--- src/rtl/qed_dup_scheduler.sv ---
// SQED issue sequencer: ORIG pass-through and record, DUP replay remapped to x16-x31 and the upper memory half, drain, then check.
// Optional: define QED_NOP_FILTER_EN to keep NOPs out of the original stream (not issued as valid, pushed or counted).
module qed_dup_scheduler #(
   parameter int DEPTH        = 8,
   parameter int DRAIN_CYCLES = 5,
   parameter int CNT_W        = 6
) (
   input  logic             clk,
   input  logic             rst,
   input  logic             ena,
   input  logic             exec_dup,
   input  logic [31:0]      ifu_qed_instruction,
   input  logic             stall_IF,
   output logic [31:0]      qed_ifu_instruction,
   output logic             vld_out,
   output logic             qed_check_valid,
   output logic [CNT_W-1:0] num_orig,
   output logic [CNT_W-1:0] num_dup,
   output logic             buf_full
);
   localparam int AW = (DEPTH > 1) ? $clog2(DEPTH) : 1;
   localparam int DW = $clog2(DRAIN_CYCLES + 2);
   localparam logic [AW:0]       L_DEPTH = (AW + 1)'(DEPTH);
   localparam logic [AW:0]       L_ONE   = (AW + 1)'(1);
   localparam logic [CNT_W-1:0]  CNT_MAX = '1;
   localparam logic [31:0]       NOP     = 32'h0000007F;
   localparam logic [6:0] OP_R = 7'h33, OP_I = 7'h13, OP_LOAD = 7'h03, OP_STORE = 7'h23;

   typedef enum logic [1:0] {S_ORIG, S_DUP, S_DRAIN, S_CHECK} state_t;

   state_t            r_state;
   logic [31:0]       r_mem [DEPTH];
   logic [AW:0]       r_wr_ptr, r_rd_ptr;
   logic [31:0]       r_out;
   logic              r_vld, r_check;
   logic [CNT_W-1:0]  r_num_orig, r_num_dup;
   logic [DW-1:0]     r_drain;

   logic              w_adv, w_empty, w_full, w_filtered, w_push, w_fill;
   logic [AW:0]       w_level;
   logic [31:0]       w_head, w_dup;

   function automatic logic [4:0] remap(input logic [4:0] f);
      return (f == 5'd0) ? f : (f | 5'h10);
   endfunction

   assign w_adv   = ena & ~stall_IF;
   assign w_level = r_wr_ptr - r_rd_ptr;
   assign w_empty = (w_level == '0);
   assign w_full  = (w_level == L_DEPTH);
   assign w_head  = r_mem[r_rd_ptr[AW-1:0]];

`ifdef QED_NOP_FILTER_EN
   assign w_filtered = (ifu_qed_instruction[6:0] == 7'h7F);
`else
   assign w_filtered = 1'b0;
`endif

   assign w_push = w_adv && (r_state == S_ORIG) && !w_filtered;
   // The push that brings the FIFO to DEPTH entries forces the switch to replay.
   assign w_fill = w_push && (w_level == L_DEPTH - L_ONE);

   always_comb begin
      w_dup = w_head;
      case (w_head[6:0])
         OP_R: begin
            w_dup[11:7]  = remap(w_head[11:7]);
            w_dup[19:15] = remap(w_head[19:15]);
            w_dup[24:20] = remap(w_head[24:20]);
         end
         OP_I: begin
            w_dup[11:7]  = remap(w_head[11:7]);
            w_dup[19:15] = remap(w_head[19:15]);
         end
         OP_LOAD: begin
            w_dup[11:7]  = remap(w_head[11:7]);
            w_dup[19:15] = remap(w_head[19:15]);
            w_dup[30]    = 1'b1;
         end
         // Store bits [11:7] are immediate, not rd.
         OP_STORE: begin
            w_dup[19:15] = remap(w_head[19:15]);
            w_dup[24:20] = remap(w_head[24:20]);
            w_dup[30]    = 1'b1;
         end
         default: ;
      endcase
   end

   always_ff @(posedge clk) begin
      if (w_push)
         r_mem[r_wr_ptr[AW-1:0]] <= ifu_qed_instruction;
   end

   always_ff @(posedge clk or posedge rst) begin
      if (rst) begin
         r_state    <= S_ORIG;
         r_wr_ptr   <= '0;
         r_rd_ptr   <= '0;
         r_out      <= NOP;
         r_vld      <= 1'b0;
         r_check    <= 1'b0;
         r_num_orig <= '0;
         r_num_dup  <= '0;
         r_drain    <= '0;
      end else if (w_adv) begin
         case (r_state)
            S_ORIG: begin
               r_out <= ifu_qed_instruction;
               r_vld <= ~w_filtered;
               if (w_push) begin
                  r_wr_ptr <= r_wr_ptr + L_ONE;
                  if (r_num_orig != CNT_MAX)
                     r_num_orig <= r_num_orig + 1'b1;
               end
               if ((exec_dup && !w_empty) || w_fill)
                  r_state <= S_DUP;
            end
            S_DUP: begin
               r_out    <= w_dup;
               r_vld    <= 1'b1;
               r_rd_ptr <= r_rd_ptr + L_ONE;
               if (r_num_dup != CNT_MAX)
                  r_num_dup <= r_num_dup + 1'b1;
               if (w_level == L_ONE) begin
                  r_state <= S_DRAIN;
                  r_drain <= DW'(DRAIN_CYCLES);
               end
            end
            S_DRAIN: begin
               r_out <= NOP;
               r_vld <= 1'b0;
               if (r_drain == '0) begin
                  r_state <= S_CHECK;
                  r_check <= 1'b1;
               end else begin
                  r_drain <= r_drain - 1'b1;
               end
            end
            default: begin
               r_out <= NOP;
               r_vld <= 1'b0;
            end
         endcase
      end
   end

   assign qed_ifu_instruction = ena ? r_out : ifu_qed_instruction;
   assign vld_out             = ena ? r_vld : 1'b1;
   assign qed_check_valid     = ena & r_check;
   assign num_orig            = r_num_orig;
   assign num_dup             = r_num_dup;
   assign buf_full            = w_full;

endmodule

--- config.mk ---
export PLATFORM = sky130hd
export DESIGN_NAME = qed_dup_scheduler
export DESIGN_NICKNAME = d
export VERILOG_FILES = /design/src/rtl/qed_dup_scheduler.sv
export SDC_FILE = /design/constraint.sdc
export NUM_CORES = 1
export LEC_CHECK = 0
export CORE_MARGIN = 3
export CORE_UTILIZATION = 40
export DETAILED_ROUTE_END_ITERATION = 12
export SYNTH_ARGS = -nofsm -noshare
export SYNTH_HDL_FRONTEND = slang
export SYNTH_SLANG_ARGS = --single-unit
--- constraint.sdc ---
create_clock -name clk -period 5.5 [get_ports clk]
set_clock_uncertainty 0.05 [all_clocks]
set_input_delay 1.375 -clock clk [delete_from_list [all_inputs] [get_ports clk]]
set_output_delay 1.375 -clock clk [all_outputs]
set_load 0.01 [all_outputs]
==> results_dict.tcl <==
set metrics [dict create \
    outcome "finished clean" \
    ant_nets 0 \
    place.gp.congestion 0.7268 \
    cts_root_buffer "clkbuf_16" \
    tns_ps 0 \
    cts_resized 0 \
    nets 912 \
    vias 7063 \
    max_slew_margin_pct 47.07 \
    grt-ovfl-total 0 \
    r2r_setup_slack_ps 1970 \
    multi_input_area_um2 3638 \
    fin_util_pct 48.95 \
    seq_area_um2 9178 \
    diodes 0 \
    grt_start_max_net_pins 47 \
    fill_cells 2646 \
    dr.pass1.iters 4 \
    cts.path.max_buffers 3 \
    worst_slew_pin_slew_ps 788.1 \
    fp.dieW_um 186.0 \
    drt-total-wl_mm 28.98 \
    cts.sinks 315 \
    drtIter0Drc 561 \
    min_path_type "reg2reg" \
    r2r-end "r_state[1]" \
    synth_flop_cell "edfxtp_1" \
    rsz0062_at_grt "false" \
    path_clk_slew_ps 60 \
    grt_antenna_before_repair 0 \
    min_from "r_out[19]" \
    async_reset_ff_share_pct 18.73 \
    wl_per_cell_um 22.48 \
    setup_violations 0 \
    die_area_um2 34580 \
    drc 0 \
    min_path_cells 2 \
    area_growth_pct 19.85 \
    cpPeakStageDelay_ps 840 \
    fin_cells 1289 \
    required_ps 4070 \
    grt_pass1_vias 7387 \
    synth_nets 805 \
    drive_gt1_share_pct 22.55 \
    p_leak_nw 5.379 \
    critPathSlowestCell "dfrtp_4" \
    portBuffers 83 \
    syn_inst 753 \
    cts-htree-levels 2 \
    ff2ff_path_depth 9 \
    max_freq_mhz 214.8 \
    clk_latency_ps 510 \
    crit_type "reg2out" \
    worstPathMaxFanout 31 \
    cts_buffers 35 \
    cts_tree "built" \
    max_cap_viol_count 0 \
    syn_avg_cell_area_um2 17.20 \
    drv_slew 0 \
    end_kind "output pin" \
    grt_pass1_wl_mm 44.71 \
    synth_edf_count 256 \
    synthesis.area_um2 12950 \
    p_per_area_nw_per_um2 473.6 \
    row_count 65 \
    cp_cell_sequence "ha_1, inv_1, fa_1, xnor2_1, nand3b_1, nor2_1, clkdlybuf4s50_1" \
    start_util_pct 40.84 \
    via_per_inst 5.479 \
    hold_end "r_out[19]" \
    synth_cell_types 48 \
    whs_ps 442.2 \
    core_area_um2 31720 \
    dp_hpwl_mm 16.84 \
    start_kind "register" \
    cts_hold_buf 0 \
    final.min_clock_period_ps 4655 \
    ys_warn_count 0 \
    fin_crit_sh_pct 84.63 \
    vdd_drop_max_mv 0.2405 \
    gr-usage-all-layers_pct 17.27 \
    cts_setup_buffers 0 \
    yosysSeqAreaShare_pct 70.81 \
    r2r-start "r_rd_ptr[0]" \
    finalHoldViolCount 0 \
    synth-seq-cells 315 \
    die_y_um 186.0 \
    pin_count 84 \
    dp_cells 1225 \
    arrival_ps 3230 \
]
logic make-up (layout without fill, tap and decap cells):
family,count (synthesis),in the layout,synth area share [%]
flops,315,315,70.81
simple gates,169,169,5.737
mux,116,116,15.51
compound gates,71,71,3.680
buf+inv,50,184,1.603
xor+xnor,17,17,1.149
fa+ha+maj,15,15,1.507
critical path: cells and delay by family (launching register included):
kind / cells / cell delay (ps)
xor gates and xnor gates: 1 / 250
DFF: 1 / 840
adders and majority gates: 2 / 680
and+or+nand+nor: 2 / 300
buffers and inverters: 2 / 630
metal layers:
layer,GRT usage [%],wire [um],vias up
li1,-,-,3169
met1,24.56,13130,3665
met2,28.14,14020,189
met3,2.697,1255,40
met4,4.558,575,0
met5,0,0,-
worst max-delay path by stage:
| stage | endpoint | slack (ps) | startpoint | cells after the start |
|---|---|---|---|---|
| 6_report | buf_full | 850 | r_rd_ptr[0] | 7 |
| 5_1_grt | buf_full | 580 | r_rd_ptr[0] | 7 |
| 4_1_cts | buf_full | 780 | r_rd_ptr[0] | 7 |
| 3_5_place_dp | qed_ifu_instruction[22] | 1050 | ena | 4 |
| 3_3_place_gp | qed_ifu_instruction[18] | 1060 | ena | 4 |
| 2_1_floorplan | r_mem[1][0] | 600 | ena | 5 |
layout make-up:
| class | instances | area share [%] |
|---|---|---|
| timing repair buffer | 109 | 6.979 |
| clock inverter | 17 | 0.8301 |
| inverter | 11 | 0.2660 |
| sequential | 315 | 59.12 |
| multi-input combinational | 388 | 23.44 |
| tap | 402 | 3.240 |
| clock buffer | 47 | 6.133 |
Yosys cell counts (11+ instances only):
master	n	area [um2]
o22ai_1	11	68.82
a21oi_1	25	125.1
mux4_2	64	1441
clkbuf_1	25	93.84
ha_1	14	175.2
edfxtp_1	256	7687
mux2_2	37	416.7
nor2_1	58	217.7
xnor2_1	11	96.34
dfrtp_1	52	1301
mux2i_1	14	140.1
nand2_1	73	274.0
a221oi_1	12	105.1
inv_1	11	41.29
metrics by stage:
| step | setup slack [ps] | cell area [um2] | power, W |
|---|---|---|---|
| floorplan | 603.1 | 12960 | 0.004487 |
| CTS | 778.1 | 15520 | 0.007445 |
| global route | 575.2 | 15520 | 0.007769 |
| detailed placement | 1045 | 14440 | 0.005242 |
| finish | 845.5 | 15520 | 0.007353 |
| global placement | 1055 | 14440 | 0.005220 |
placed cells by master (no fill, tap or decap), types with 3 or more instances in the layout:
cell / n
mux4_2: 64
a31oi_1: 8
clkinv_1: 4
clkdlybuf4s50_1: 82
inv_1: 10
dfrtp_1: 50
edfxtp_1: 256
clkinv_2: 7
nand4_1: 4
nor2_1: 55
buf_4: 21
nor2_4: 3
o22ai_1: 11
mux2_2: 37
clkbuf_16: 36
nand2_1: 73
nor3_2: 4
clkbuf_1: 10
nand2b_1: 4
nand3_1: 8
a21oi_1: 25
buf_12: 5
a221oi_1: 12
xor2_1: 6
xnor2_1: 11
ha_1: 14
dfstp_2: 7
and3_1: 4
mux2i_1: 14
report_power, final:
group / total (W) / switching [W] / leakage [nW] / internal, W
logic: 0.00211 / 0.00109 / 1.85 / 0.00102
clock network: 0.00218 / 0.000911 / 0.527 / 0.00127
registers: 0.00306 / 0.000251 / 3.00 / 0.00281
total: 0.00735 / 0.00225 / 5.38 / 0.00510
sequential cells by signal, indices dropped and copies added (netlist names):
register	flops
r_state	2
num_orig	6
r_mem	256
r_vld	1
r_drain	3
r_check	1
r_out	32
r_rd_ptr	4
num_dup	6
r_wr_ptr	4
Note: power is estimated with default switching activity, not from simulation.
